### src/rtl/param_lock_controller.sv
// param_lock_controller: parametrised keypad lock with password change, failed-try counting and timed lockout.
// Optional ENTRY_MASK_EN: in LOCKED, entered digits display as 0xA dashes instead of their values.
module param_lock_controller #(
    parameter int DIGITS         = 6,
    parameter int MAX_TRIES      = 3,
    parameter int LOCKOUT_CYCLES = 1000,
    parameter int FLASH_DIV      = 50
) (
    input  logic                clk,
    input  logic                clr,
    input  logic                key_valid,
    input  logic [3:0]          key_digit,
    input  logic                key_enter,
    input  logic                key_set,
    input  logic                key_lock,
    output logic [4*DIGITS-1:0] disp,
    output logic                unlocked,
    output logic                locked_out,
    output logic                led,
    output logic [3:0]          err_count,
    output logic                bad_key
);
    localparam int CW = $clog2(DIGITS + 1);
    localparam int TW = $clog2(LOCKOUT_CYCLES + 1);
    localparam int FW = $clog2(FLASH_DIV + 1);
`ifdef ENTRY_MASK_EN
    localparam bit MASK = 1'b1;
`else
    localparam bit MASK = 1'b0;
`endif

    typedef enum logic [1:0] {S_LOCKED, S_UNLOCKED, S_SET, S_LOCKOUT} state_t;

    state_t              r_state;
    logic [4*DIGITS-1:0] r_buf, r_pw;
    logic [CW-1:0]       r_cnt;
    logic [3:0]          r_err;
    logic                r_led, r_bad;
    logic [TW-1:0]       r_timer;
    logic [FW-1:0]       r_flash;
    logic                w_full, w_match, w_dig_ok, w_flash_end;
    logic [3:0]          w_err_inc;
    logic [4*DIGITS-1:0] w_disp;

    assign w_full      = r_cnt == CW'(DIGITS);
    assign w_match     = w_full && r_buf == r_pw;
    assign w_dig_ok    = key_digit <= 4'd9 && !w_full;
    assign w_flash_end = r_flash == FW'(FLASH_DIV - 1);
    assign w_err_inc   = (r_err == 4'(MAX_TRIES)) ? r_err : r_err + 4'd1;

    always_ff @(posedge clk) begin
        if (clr) begin
            r_state <= S_LOCKED;
            r_buf   <= '0;
            r_pw    <= '0;
            r_cnt   <= '0;
            r_err   <= '0;
            r_led   <= 1'b0;
            r_bad   <= 1'b0;
            r_timer <= '0;
            r_flash <= '0;
        end else begin
            r_bad <= 1'b0;
            case (r_state)
                S_LOCKOUT: begin
                    if (r_timer == '0) begin
                        r_state <= S_LOCKED;
                        r_err   <= '0;
                        r_led   <= 1'b0;
                        r_buf   <= '0;
                        r_cnt   <= '0;
                    end else begin
                        r_timer <= r_timer - 1'b1;
                        r_flash <= w_flash_end ? '0 : r_flash + 1'b1;
                        if (w_flash_end) r_led <= ~r_led;
                    end
                end
                S_UNLOCKED: begin
                    if (key_lock) begin
                        r_state <= S_LOCKED;
                        r_buf   <= '0;
                        r_cnt   <= '0;
                    end else if (key_set && !key_enter) begin
                        r_state <= S_SET;
                        r_buf   <= '0;
                        r_cnt   <= '0;
                    end
                end
                default: begin
                    if (key_lock) begin
                        r_state <= S_LOCKED;
                        r_buf   <= '0;
                        r_cnt   <= '0;
                    end else if (key_enter) begin
                        if (r_state == S_SET && !w_full) r_bad <= 1'b1;
                        else begin
                            r_buf <= '0;
                            r_cnt <= '0;
                            if (r_state == S_SET) begin
                                r_pw    <= r_buf;
                                r_state <= S_UNLOCKED;
                            end else if (w_match) begin
                                r_state <= S_UNLOCKED;
                                r_err   <= '0;
                            end else begin
                                r_bad <= 1'b1;
                                r_err <= w_err_inc;
                                if (w_err_inc == 4'(MAX_TRIES)) begin
                                    r_state <= S_LOCKOUT;
                                    r_timer <= TW'(LOCKOUT_CYCLES - 1);
                                    r_flash <= '0;
                                    r_led   <= 1'b1;
                                end
                            end
                        end
                    end else if (!key_set && key_valid) begin
                        if (w_dig_ok) begin
                            r_buf[4*(DIGITS-1-int'(r_cnt)) +: 4] <= key_digit;
                            r_cnt <= r_cnt + 1'b1;
                        end else r_bad <= 1'b1;
                    end
                end
            endcase
        end
    end

    // Display is a pure decode of registered state, so it moves one cycle after the strobe.
    always_comb begin
        w_disp = '0;
        for (int i = 0; i < DIGITS; i++)
            w_disp[4*(DIGITS-1-i) +: 4] = (r_state == S_UNLOCKED) ? 4'h0 :
                                          (r_state == S_LOCKOUT)  ? 4'hE :
                                          (i < int'(r_cnt)) ? ((MASK && r_state == S_LOCKED) ? 4'hA : r_buf[4*(DIGITS-1-i) +: 4]) :
                                          4'hF;
    end

    assign disp       = w_disp;
    assign unlocked   = r_state == S_UNLOCKED || r_state == S_SET;
    assign locked_out = r_state == S_LOCKOUT;
    assign led        = r_led;
    assign err_count  = r_err;
    assign bad_key    = r_bad;
endmodule

### config.mk
export PLATFORM = sky130hd
export DESIGN_NAME = param_lock_controller
export DESIGN_NICKNAME = d
export VERILOG_FILES = /design/src/rtl/param_lock_controller.sv
export SDC_FILE = /design/constraint.sdc
export NUM_CORES = 1
export LEC_CHECK = 0
export ABC_AREA = 0
export BUFFER_PORTS_ARGS = -buffer_cell sky130_fd_sc_hd__buf_2
export CAP_MARGIN = 20
export CORE_ASPECT_RATIO = 1.75
export CORE_MARGIN = 3
export CORE_UTILIZATION = 46
export DETAILED_ROUTE_END_ITERATION = 12
export PLACE_DENSITY = 0.71
export SLEW_MARGIN = 20
export SYNTH_ARGS = -nofsm -noshare
export SYNTH_HDL_FRONTEND = slang
export SYNTH_SLANG_ARGS = --single-unit
### constraint.sdc
create_clock -name clk -period 7.5 [get_ports clk]
set_clock_uncertainty 0.2 [all_clocks]
set_input_delay 2.25 -clock clk [delete_from_list [all_inputs] [get_ports clk]]
set_output_delay 2.25 -clock clk [all_outputs]
set_load 0.005 [all_outputs]
After elaboration in Yosys (flattened, before gate mapping):

Cells that the tools add are included.

* latch bits: 0
* memory bits (read-only): 0
* bits in registers: 75
* input bits: 10
* memories: 0
* logic and storage cells: 158
* RAM bits: 0

* reduce and logical (&&, ||, !) cells: 24
* order comparisons: 7
* equality and inequality tests: 18
* shifts and indexed selects: 2
* bitwise gates (word level): 5
* $add $sub $neg: 6
* divide/modulo/power cells: 0
* multiplexer cells: 87
* $mul: 0

Operator list (number)
* $mux 24: 8
* $mux 4: 25
* $mux 10: 7
* $mux 6: 8
* $pmux 24 s2: 1
* $neg 6->33: 1
* $shift 4x33->24 const A: 1
* $shiftx 4x33->24: 1
* $bwmux 24: 1
* $eq 24x24->1: 1
* $mux 3: 8
* $pmux 10 s2: 1
* $mux 2: 9
* $reduce_and 8->1: 2
* $reduce_and 5->1: 3
* $mux 1: 14
* $pmux 6 s2: 1
* $logic_not 10->1: 1
* $reduce_bool 5->1: 2
* $sub 10x1->10 const B: 1
* $eq 4x2->1 const B: 2
* $ne 2x2->1 const B: 4
* $pmux 4 s2: 1
* $add 6x1->6 const B: 1
* other kinds (29): 45

Logic depth before layout (Yosys ltp):

Gate-level depths: netlist of run 1.

* depth in word-level cells: 10
* gate-level depth with buffers: 11
* gate-level depth less buffers: 10

Least setup slack after synthesis of run 1:

Ideal clock, no wire load.

* kind: input port to flip-flop
* start point: input port key_enter
* end point: register r_buf[11]
* arrival time: 3.689 ns
* slack: 3.483 ns
* data required time: 7.172 ns
* stages: 7
* path through: or4_1 -> a31oi_1 -> a221o_1 -> clkbuf_1 -> nor4_1 -> a21oi_1 -> nor2_1

* cells in the longest elaborated chain, start to end: 4
* elaborated cells on any way between the ends: 10
* those cells by class: eq/ne: 2; mux: 3; reduce/logical: 5

Ends and longest elaborated chain
* from (decl): line 13 `input logic key_enter,`
* $logic_not 1->1: line 83 `end else if (key_set && !key_enter) begin`
* $logic_and 1x1->1: line 83
* $ne 3x3->1 (no source line)
* $reduce_and 5->1 (no source line)
* to (signal, indexed assignment): line 118 `r_buf[4*(DIGITS-1-int'(r_cnt)) +: 4] <= key_digit;`
* to (decl): line 35 `logic [4*DIGITS-1:0] r_buf, r_pw;`

Parallel ways exist; a longest one is shown, timed or not.
A chain may end at the register's enable or synchronous reset.

Worst setup path in the final report of run 1:

* start point: register r_state[0]
* end point: output port disp[4]

* cells in the longest elaborated chain, start to end: 3
* elaborated cells on any way between the ends: 4
* those cells by class: eq/ne: 2; mux: 2

Ends and longest elaborated chain
* from (decl): line 34 `state_t r_state;`
* from (signal assigned): line 53 `r_state <= S_LOCKED;`
* from (signal assigned): line 67 `r_state <= S_LOCKED;`
* from (signal assigned): line 80 `r_state <= S_LOCKED;`
* $eq 2x2->1: line 132 `(r_state == S_LOCKOUT) ? 4'hE :`
* $mux 4: line 132
* $mux 4 *: line 131 `w_disp[4*(DIGITS-1-i) +: 4] = (r_state == S_UNLOCKED) ? 4'h0 :`
* to (decl): line 16 `output logic [4*DIGITS-1:0] disp,`

Mark *: on every way between the ends. The rest lies on a longest branch, timed or not.

==> results.ini, run 1 <==
[outcome]
run_status = finished clean

[critical_path]
crit_required_ns = 5.05
worstReg2RegStart = r_state[0]$_SDFFE_PP0P_
r2r-end = r_buf[22]$_SDFFE_PP0P_
crit_chain = ha_1 > or2_2 > a31oi_1 > buf_2
slowest_stage = sky130_fd_sc_hd__ha_1
worst-endpoint-arrival_ns = 2.40
critPathLaunchType = register
timing.critical_path.slowest_cell_delay_ns = 0.78
timing_worst_setup_path_type = register to output port
timing.reg2reg.setup_slack_ns = 3.85
worstRegToRegCells = 7
crit_path_end_kind = output port
critPathMaxFanout = 23

[clocking]
worst_path_clk_slew_ns = 0.06
ctsResizeCount = 0
htree_levels = 3
clock_path_buffers = 2
cts_hold_buf = 0
postCtsSetupBuffers = 0
clkSinkCount = 75
source_to_sink_clock_delay_at_the_later_pin_of_the_worst_skew_pair_ns = 0.34
cts-root-buf = sky130_fd_sc_hd__clkbuf_16
cts_buffers = 9
tritoncts_clock_tree = built

[flow_run]
drv_cap = 0

[yosys]
ys_dominant_reg_cell = sky130_fd_sc_hd__dfxtp_1
async_flop_share_pct = 0
synth_edf_count = 0
avgSynthCellArea_um2 = 7.826
synth_warnings = 0
synth.lib_cells_used.distinct = 56
syn-num-nets = 587
synthesis.area_um2 = 4367
synth_seq_cells = 75
syn_inst = 558
synth-seq-area-share_pct = 34.38

[die]
floorplan.io_pins = 42
die-area_um2 = 10740
floorplan.rows = 46
core_um2 = 9151
initial_utilization_pct = 47.72
width_of_the_chip_um = 79.65
die_h_um = 134.9

[min_path]
hold_depth = 2
hold_end = r_pw[21]$_SDFFE_PP0P_
min-delay-path-class = register to register
timing.hold.worst.start = r_pw[21]$_SDFFE_PP0P_

[layout]
design.final.nets = 615
drive_gt1_share_pct = 12.35
multiInputGateArea_um2 = 2680
diodes = 0
finalCoreUtilization_pct = 53.99
filler_cell_count = 846
combined_flip_flop_and_latch_cell_area_um2 = 1501
layout-area-overhead-vs-synth_pct = 13.15

[grt]
grt_util_all_layers_pct = 24.19
grt_max_degree = 63
antenna_found_initial = 0
grt.overflow.total = 0
grt_pass1_wl_um = 20090
via_count_of_the_first_global_routing_pass = 4092

[sta]
final-hold-violation-count = 0
setup_viol = 0
fin_hold_ws_ns = 0.2683
rsz0062_at_grt = no
worstMarginPinSlew_ns = 1.010
period_needed_ns = 4.852
maxSlewViolCount = 0
relSlewSlack_pct = 32.46
finalSetupTns_ns = 0
fmaxAchievable_mhz = 206.1
final_min_period_over_clock_period_pct = 64.69

[power_and_ir_drop]
intPower_mw = 0.7902
seq_power_share_pct = 37.1
swShare_pct = 32.96
power.leakage_nw = 1.837
pwr-share-comb_pct = 24.5
power-per-cell-area_nw_per_um2 = 238.6
power.ir.vdd_worst_v = 0.0001474
power_frac_clock_pct = 38.4
net_switching_component_of_the_power_mw = 0.3885

[drt]
drt.antenna.violating_nets = 0
routed-via-count = 4257
drt-total-wl_um = 12710
via_per_instance_ratio = 5.987
wl_per_cell_um = 17.88
drc_violation_total_after_the_first_tritonroute_iteration = 218
detail_route.drc_violations = 0
drt-pass1-iter-count = 5

[place]
post-dp-hpwl_um = 9185
numPortBuffers = 41
gp_congestion = 0.9268

## cell families after synthesis
logic type               after synthesis  share of synthesized area, %
multiplexers                           6                         1.404
adder cells (fa/ha/maj)               19                         5.616
AO/OA/AOI/OAI                        136                         20.52
AND/OR/NAND/NOR                      252                         29.43
flip-flops                            75                         34.38
buffers and inverters                 48                         4.241
XOR/XNOR                              22                         4.412
## worst max path at each step
stage | from | end | slack [ns] | cells past startpoint
2_1_floorplan | key_enter | r_buf[11]$_SDFFE_PP0P_ | 3.48 | 7
3_3_place_gp | key_enter | r_buf[19]$_SDFFE_PP0P_ | 2.81 | 7
3_5_place_dp | key_enter | r_buf[3]$_SDFFE_PP0P_ | 2.79 | 7
4_1_cts | r_state[0]$_SDFFE_PP0P_ | disp[4] | 2.71 | 4
5_1_grt | r_state[0]$_SDFFE_PP0P_ | disp[4] | 2.59 | 4
6_report | r_state[0]$_SDFFE_PP0P_ | disp[4] | 2.65 | 4
## state kept, by name, indices dropped and copies added (netlist names)
name	count
r_timer	10
r_buf	24
led	1
r_state	2
bad_key	1
r_pw	24
r_cnt	3
r_flash	6
err_count	4
## cell usage after synthesis, drive strengths merged, types with 2 or more instances
master,number,area (um^2)
a31o,2,17.52
nor4,10,90.08
nand4b,4,35.03
o31a,5,43.79
nand2,90,337.8
nor2,42,157.7
nor2b,4,25.02
or2,3,18.77
nand2b,15,93.84
nor3b,5,37.54
o21ai,17,85.08
inv,22,82.58
o32ai,2,17.52
a31oi,11,68.82
nand3,28,145.1
mux2i,5,50.05
or4,6,45.04
or3,7,48.80
dfxtp,75,1501
o311ai,2,17.52
a21oi,51,255.2
a311oi,2,17.52
a22o,8,70.07
o31ai,5,37.54
o21a,14,105.1
buf,5,23.77
ha,18,225.2
xnor2,22,192.7
nand4,12,75.07
a211oi,2,15.01
clkbuf,20,75.07
a22oi,2,15.01
and3,7,43.79
o41ai,5,62.56
a21o,3,22.52
nor3,15,97.59
## power groups by stage
stage               clock network [mW]  logic, mW  registers [mW]
finish                           0.452      0.289           0.437
global route                     0.475      0.315           0.440
CTS                              0.460      0.286           0.436
detailed placement                   0      0.283           0.445
global placement                     0      0.277           0.444
floorplan                            0      0.199           0.437
## critical path: cells and delay by family (launching register included)
kind | cells | cell delay (ns)
flops | 1 | 0.70
simple gates | 1 | 0.32
fa+ha+maj | 1 | 0.78
buf+inv | 1 | 0.17
compound gates | 1 | 0.09
## cells in the final DEF (no fill, tap or decap), types with 2 or more instances in the layout
cell type / synthesis / final
sky130_fd_sc_hd__nand2_1: 90 / 90
sky130_fd_sc_hd__dfxtp_1: 75 / 75
sky130_fd_sc_hd__a21oi_1: 51 / 51
sky130_fd_sc_hd__nor2_1: 42 / 42
sky130_fd_sc_hd__buf_2: 4 / 41
sky130_fd_sc_hd__nand3_1: 27 / 27
sky130_fd_sc_hd__inv_1: 22 / 22
sky130_fd_sc_hd__xnor2_1: 22 / 22
sky130_fd_sc_hd__ha_1: 18 / 18
sky130_fd_sc_hd__o21ai_0: 16 / 16
sky130_fd_sc_hd__nand2b_1: 15 / 15
sky130_fd_sc_hd__o21a_1: 14 / 14
sky130_fd_sc_hd__nor3_1: 13 / 13
sky130_fd_sc_hd__nand4_1: 12 / 12
sky130_fd_sc_hd__a31oi_1: 11 / 11
sky130_fd_sc_hd__clkbuf_16: 0 / 9
sky130_fd_sc_hd__a22o_1: 8 / 8
sky130_fd_sc_hd__and3_1: 7 / 7
sky130_fd_sc_hd__nor4_1: 7 / 7
sky130_fd_sc_hd__or3_1: 6 / 6
sky130_fd_sc_hd__or4_1: 6 / 6
sky130_fd_sc_hd__o31a_1: 5 / 5
sky130_fd_sc_hd__nor3b_1: 5 / 5
sky130_fd_sc_hd__o31ai_1: 5 / 5
sky130_fd_sc_hd__mux2i_1: 5 / 5
sky130_fd_sc_hd__nor2b_1: 4 / 4
sky130_fd_sc_hd__nand4b_1: 4 / 4
sky130_fd_sc_hd__o41ai_1: 4 / 4
sky130_fd_sc_hd__clkinv_4: 0 / 4
sky130_fd_sc_hd__or2_2: 3 / 3
sky130_fd_sc_hd__a21o_1: 3 / 3
sky130_fd_sc_hd__a22oi_1: 2 / 2
sky130_fd_sc_hd__a31o_2: 2 / 2
sky130_fd_sc_hd__nor4_2: 2 / 2
sky130_fd_sc_hd__o311ai_0: 2 / 2
sky130_fd_sc_hd__nor3_4: 2 / 2
sky130_fd_sc_hd__o32ai_1: 2 / 2
sky130_fd_sc_hd__a211oi_1: 2 / 2
sky130_fd_sc_hd__a311oi_1: 2 / 2
## through the flow
step	cells	instance area (um^2)	power, mW	setup WS [ns]
floorplan	558	4367	0.6353	3.483
detailed placement	695	4631	0.7277	2.790
global placement	695	4631	0.7210	2.812
CTS	711	4941	1.182	2.713
finish	711	4941	1.179	2.648
global route	711	4941	1.230	2.588
## area by class of cell
cell class                 instances  area share [%]
multi-input combinational        435           54.24
sequential                        75           30.39
clock buffer                       9           4.558
timing repair buffer              42           4.305
tap                              120           3.039
inverter                          23           1.747
clock inverter                     7           1.722
## layer usage
metal	track usage, %	wire length, um	vias to the layer above
li1	-	-	2045
met4	15.30	743	0
met2	43.07	6467	170
met5	0	0	-
met3	3.471	630	50
met1	26.10	4872	1992
No activity file was read; power rests on OpenSTA's default activity.
==> run 2: changes to the inputs <==
clock period = 4.9 ns   (was 7.5 ns; I/O delays follow)
==> results.ini, run 2 (synthesis results as in run 1) <==
[outcome]
run_status = finished clean

[critical_path]
timing_worst_setup_path_type = register to output port
slowest_stage = sky130_fd_sc_hd__dfxtp_1
critPathMaxFanout = 14  ; -39%
critPathLaunchType = register
crit_family = flip-flops
worst-endpoint-arrival_ns = 2.13  ; -0.27 ns
timing.critical_path.slowest_cell_delay_ns = 0.68  ; -0.10 ns
crit_required_ns = 3.23  ; -1.82 ns
cp.buffers_inverters = 3  ; +2
crit_chain = clkinv_1 > ha_1 > inv_1 > buf_2
crit_path_end_kind = output port

[drt]
drt.antenna.violating_nets = 0  ; unchanged
drc_violation_total_after_the_first_tritonroute_iteration = 233  ; +6.9%
detail_route.drc_violations = 0  ; unchanged
drt-pass1-iter-count = 5  ; unchanged
wl_per_cell_um = 17.23  ; -3.6%
drt-total-wl_um = 12270  ; -3.5%
routed-via-count = 4212  ; -1.1%
via_per_instance_ratio = 5.916  ; -1.2%

[power_and_ir_drop]
power.leakage_nw = 1.833  ; -0.26%
power.ir.vdd_worst_v = 0.0002147  ; +46%
power-per-cell-area_nw_per_um2 = 359.6  ; +51%

[die]
initial_utilization_pct = 47.72  ; unchanged
floorplan.rows = 46  ; unchanged
floorplan.io_pins = 42  ; unchanged
die-area_um2 = 10740  ; unchanged
width_of_the_chip_um = 79.65  ; unchanged
core_um2 = 9151  ; unchanged
die_h_um = 134.9  ; unchanged

[layout]
diodes = 0  ; unchanged
filler_cell_count = 883  ; +4.4%
final_cell_mix = sky130_fd_sc_hd__nand2_1 (90), sky130_fd_sc_hd__dfxtp_1 (75), sky130_fd_sc_hd__a21oi_1 (51)
layout-area-overhead-vs-synth_pct = 13.21  ; about the same
design.final.nets = 616  ; +0.16%
finalCoreUtilization_pct = 54.02  ; about the same
finish.cell_count_without_fillers = 712  ; +0.14%
top_regs = r_buf: 24 flops, r_pw: 24 flops, r_timer: 10 flops
drive_gt1_share_pct = 12.33  ; -0.021 points
layout.cells.most_common = sky130_fd_sc_hd__nand2_1
layout.cell_area.non_filler_um2 = 4943  ; about the same

[grt]
grt_max_degree = 62  ; -1.6%
antenna_found_initial = 0  ; unchanged
grt.overflow.total = 0  ; unchanged
grt_util_all_layers_pct = 23.85  ; -0.34 points
grt_pass1_wl_um = 20000  ; -0.44%
via_count_of_the_first_global_routing_pass = 4095  ; +0.073%

[clocking]
cts_hold_buf = 0  ; unchanged
cts-root-buf = sky130_fd_sc_hd__clkbuf_16
ctsResizeCount = 0  ; unchanged
source_to_sink_clock_delay_at_the_later_pin_of_the_worst_skew_pair_ns = 0.33  ; about the same
htree_levels = 3  ; unchanged
clkSinkCount = 75  ; unchanged
postCtsSetupBuffers = 0  ; unchanged
worst_path_clk_slew_ns = 0.06  ; about the same
cts_buffers = 9  ; unchanged
tritoncts_clock_tree = built
clock_path_buffers = 2  ; unchanged

[place]
placement.cell_area_um2 = 4638  ; +0.16%
gp_congestion = 0.9260  ; about the same
post-place-cells = 696  ; +0.14%
post-dp-hpwl_um = 9149  ; -0.40%
numPortBuffers = 41  ; unchanged

[sta]
finalSetupTns_ns = 0  ; unchanged
period_needed_ns = 3.796
setup_viol = 0  ; unchanged
relSlewSlack_pct = 36.27  ; +3.8 points
rsz0062_at_grt = no
final-hold-violation-count = 0  ; unchanged
fin_hold_ws_ns = 0.2691  ; +0.0008090 ns
final_min_period_over_clock_period_pct = 77.47
fmaxAchievable_mhz = 263.4
worstMarginPinSlew_ns = 0.9533  ; -0.05699 ns
maxSlewViolCount = 0  ; unchanged

[min_path]
min-delay-path-class = register to register

[flow_run]
drv_cap = 0  ; unchanged

## run 2: path summary, 6_finish.rpt
kind                                         startpoint                      to  slack, ns  cells after the start
worst max-delay path            r_state[0]$_SDFFE_PP0P_                unlocked       1.10                      4
worst max register to register  r_state[0]$_SDFFE_PP0P_  r_buf[16]$_SDFFE_PP0P_       1.35                      8
worst min-delay path              r_pw[12]$_SDFFE_PP0P_   r_pw[12]$_SDFFE_PP0P_       0.27                      2
worst min register to register    r_pw[12]$_SDFFE_PP0P_   r_pw[12]$_SDFFE_PP0P_       0.27                      2
## run 2: metrics by stage
step / total power, mW / setup slack [ns]
after floorplan: 0.9723 / 1.663
after global placement: 1.104 / 1.042
after detailed placement: 1.112 / 0.9732
after CTS: 1.786 / 1.123
after global routing: 1.865 / 1.039
final: 1.778 / 1.104
## run 2: area by class of cell
| class | count | area (um^2) | area share (%) |
|---|---|---|---|
| clock inverter | 5 | 62.56 | 1.266 |
| multi-input combinational | 435 | 2680 | 54.21 |
| timing repair buffer | 43 | 220.2 | 4.455 |
| sequential | 75 | 1501 | 30.37 |
| inverter | 23 | 86.33 | 1.746 |
| clock buffer | 11 | 242.7 | 4.910 |
| tap | 120 | 150.1 | 3.037 |
## run 2: worst reg2reg max path, cell delays in order, from the launching register on
cell and delay (ns):
sky130_fd_sc_hd__dfxtp_1 0.68, sky130_fd_sc_hd__clkinv_1 0.47, sky130_fd_sc_hd__ha_1 0.40, sky130_fd_sc_hd__a21bo_2 0.24, sky130_fd_sc_hd__o21bai_1 0.08, sky130_fd_sc_hd__a221o_1 0.57
sky130_fd_sc_hd__a21oi_1 0.46, sky130_fd_sc_hd__mux2i_1 0.27, sky130_fd_sc_hd__nor2_1 0.05
## run 2: metal layers
metal | global-route usage [%] | vias up | part of all wire, %
met5 | 0 | - | 0
met4 | 15.49 | 0 | 5.3
met3 | 3.338 | 38 | 5.3
met2 | 41.30 | 160 | 52
met1 | 26.67 | 1965 | 38
li1 | - | 2049 | -
## run 2: where the power goes
part           switching, mW  internal [mW]  total (mW)  leakage, nW
sequential            0.0356          0.633       0.669        0.605
clock                  0.261          0.410       0.671        0.142
combinational          0.264          0.174       0.438         1.09
==> run 3: changes to the inputs <==
clock period = 3.75 ns   (was 4.9 ns; I/O delays follow)
==> results.ini, run 3 (synthesis results as in run 1) <==
[outcome]
run_status = finished clean

[critical_path]
worst-endpoint-arrival_ns = 2.03  ; -0.10 ns
crit_required_ns = 2.42  ; -0.81 ns
crit_path_end_kind = output port
cp.buffers_inverters = 1  ; -2
crit_chain = nand2_1 > o21a_1 > buf_2
crit_family = flip-flops
slowest_stage = sky130_fd_sc_hd__dfxtp_1
timing.critical_path.slowest_cell_delay_ns = 0.69  ; about the same
critPathLaunchType = register
timing_worst_setup_path_type = register to output port
critPathMaxFanout = 18  ; +4

[sta]
fin_hold_ws_ns = 0.2691  ; +0.000005000 ns
fmaxAchievable_mhz = 297.7
rsz0062_at_grt = no
period_needed_ns = 3.359
relSlewSlack_pct = 53.05  ; +17 points
maxSlewViolCount = 0  ; unchanged
finalSetupTns_ns = 0  ; unchanged
final_min_period_over_clock_period_pct = 89.57
final-hold-violation-count = 0  ; unchanged
final_critical_path_setup_slack_ns = 0.3912  ; -0.7127 ns
setup_viol = 0  ; unchanged
worstMarginPinSlew_ns = 0.6977  ; -0.2556 ns

[clocking]
htree_levels = 3  ; unchanged
cts-root-buf = sky130_fd_sc_hd__clkbuf_16
postCtsSetupBuffers = 0  ; unchanged
tritoncts_clock_tree = built
worst_path_clk_slew_ns = 0.06  ; about the same
clock_path_buffers = 2  ; unchanged
cts_hold_buf = 0  ; unchanged
source_to_sink_clock_delay_at_the_later_pin_of_the_worst_skew_pair_ns = 0.34  ; about the same
ctsResizeCount = 0  ; unchanged
cts_buffers = 9  ; unchanged
clkSinkCount = 75  ; unchanged

[layout]
diodes = 0  ; unchanged
layout.cells.most_common = sky130_fd_sc_hd__nand2_1
layout-area-overhead-vs-synth_pct = 14.24
design.final.nets = 625  ; +1.5%
filler_cell_count = 849  ; -3.9%
top_regs = r_buf: 24 flops, r_pw: 24 flops, r_timer: 10 flops
drive_gt1_share_pct = 13.81  ; +1.5 points
combined_flip_flop_and_latch_cell_area_um2 = 1501  ; unchanged
multiInputGateArea_um2 = 2680  ; unchanged
final_cell_mix = sky130_fd_sc_hd__nand2_1 (90), sky130_fd_sc_hd__dfxtp_1 (75), sky130_fd_sc_hd__a21oi_1 (51)

[place]
numPortBuffers = 41  ; unchanged
gp_congestion = 0.9143  ; -1.3%
pre_cts_slack_ns = 0.5074  ; -0.4657 ns
post-dp-hpwl_um = 9426  ; +3.0%

[grt]
grt_pass1_wl_um = 20620  ; +3.1%
via_count_of_the_first_global_routing_pass = 4132  ; +0.90%
grt.overflow.total = 0  ; unchanged
grt_max_degree = 43  ; -31%
grt_util_all_layers_pct = 24.68  ; +0.83 points
antenna_found_initial = 0  ; unchanged

[die]
floorplan.io_pins = 42  ; unchanged
initial_utilization_pct = 47.72  ; unchanged
die_h_um = 134.9  ; unchanged
core_um2 = 9151  ; unchanged
die-area_um2 = 10740  ; unchanged
floorplan.rows = 46  ; unchanged
width_of_the_chip_um = 79.65  ; unchanged

[drt]
via_per_instance_ratio = 6.007  ; +1.5%
routed-via-count = 4331  ; +2.8%
drt-total-wl_um = 12750  ; +3.9%
drt.antenna.violating_nets = 0  ; unchanged
detail_route.drc_violations = 0  ; unchanged
wl_per_cell_um = 17.68  ; +2.6%
drc_violation_total_after_the_first_tritonroute_iteration = 244  ; +4.7%
drt-pass1-iter-count = 5  ; unchanged

[power_and_ir_drop]
power-per-cell-area_nw_per_um2 = 457.9  ; +27%
power.leakage_nw = 1.865  ; +1.8%
power.ir.vdd_worst_v = 0.0002936  ; +37%

[flow_run]
drv_cap = 0  ; unchanged

[min_path]
min-delay-path-class = register to register

==> run 3: cell types whose count changed in the layout (fill, tap and decap cells not counted), sizes merged <==
cell      previous run  this run
buf                 43        52
inv                 22        26
clkbuf              11         9
clkinv               3         1
bufinv               1         0
clkinvlp             2         3
==> run 3: path summary, 6_finish.rpt <==
check | start | end | slack, ns | depth (start not counted)
worst min register to register | r_pw[12]$_SDFFE_PP0P_ | r_pw[12]$_SDFFE_PP0P_ | 0.27 | 2
worst max-delay path | r_state[0]$_SDFFE_PP0P_ | disp[7] | 0.39 | 3
worst max register to register | r_cnt[0]$_SDFFE_PP0P_ | r_flash[5]$_SDFFE_PP0P_ | 0.56 | 8
worst min-delay path | r_pw[12]$_SDFFE_PP0P_ | r_pw[12]$_SDFFE_PP0P_ | 0.27 | 2
==> run 3: worst reg2reg max path, delay by kind of cell, from the launching register on <==
kind / cells / cell delay [ns]
AND/OR/NAND/NOR: 4 / 1.66
flip-flops: 1 / 0.42
AO/OA/AOI/OAI: 2 / 0.37
adder cells (fa/ha/maj): 1 / 0.25
buffers and inverters: 1 / 0.19
==> run 3: power by group <==
part	internal [mW]	switching (mW)
clock	0.457	0.369
combinational	0.236	0.346
sequential	0.827	0.0487
total	1.52	0.764
==> run 3: layer usage <==
metal | global-route usage [%] | share of wire, % | up-vias
met4 | 17.02 | 7.4 | 0
li1 | - | - | 2070
met1 | 26.32 | 38 | 2019
met2 | 42.19 | 49 | 177
met3 | 5.607 | 5.5 | 65
met5 | 0 | 0 | -
==> run 3: area by class of cell <==
type	count	share of cell area, %
Inverter	23	1.731
Timing Repair Buffer	52	5.769
Tap cell	120	3.010
Clock buffer	9	4.515
Sequential cell	75	30.10
Multi-Input combinational cell	435	53.72
Clock inverter	7	1.154
==> run 3: through the flow <==
| stage | cell area (um^2) | power (mW) | instances | util, % |
|---|---|---|---|---|
| 6_report | 4989 | 2.284 | 721 | 54.51 |
| 5_1_grt | 4989 | 2.389 | 721 | 54.51 |
| 4_1_cts | 4989 | 2.287 | 721 | 54.51 |
| 3_5_place_dp | 4706 | 1.464 | 705 | 51.42 |
| 3_3_place_gp | 4706 | 1.454 | 705 | 51.42 |
| 2_1_floorplan | 4367 | 1.271 | 558 | - |
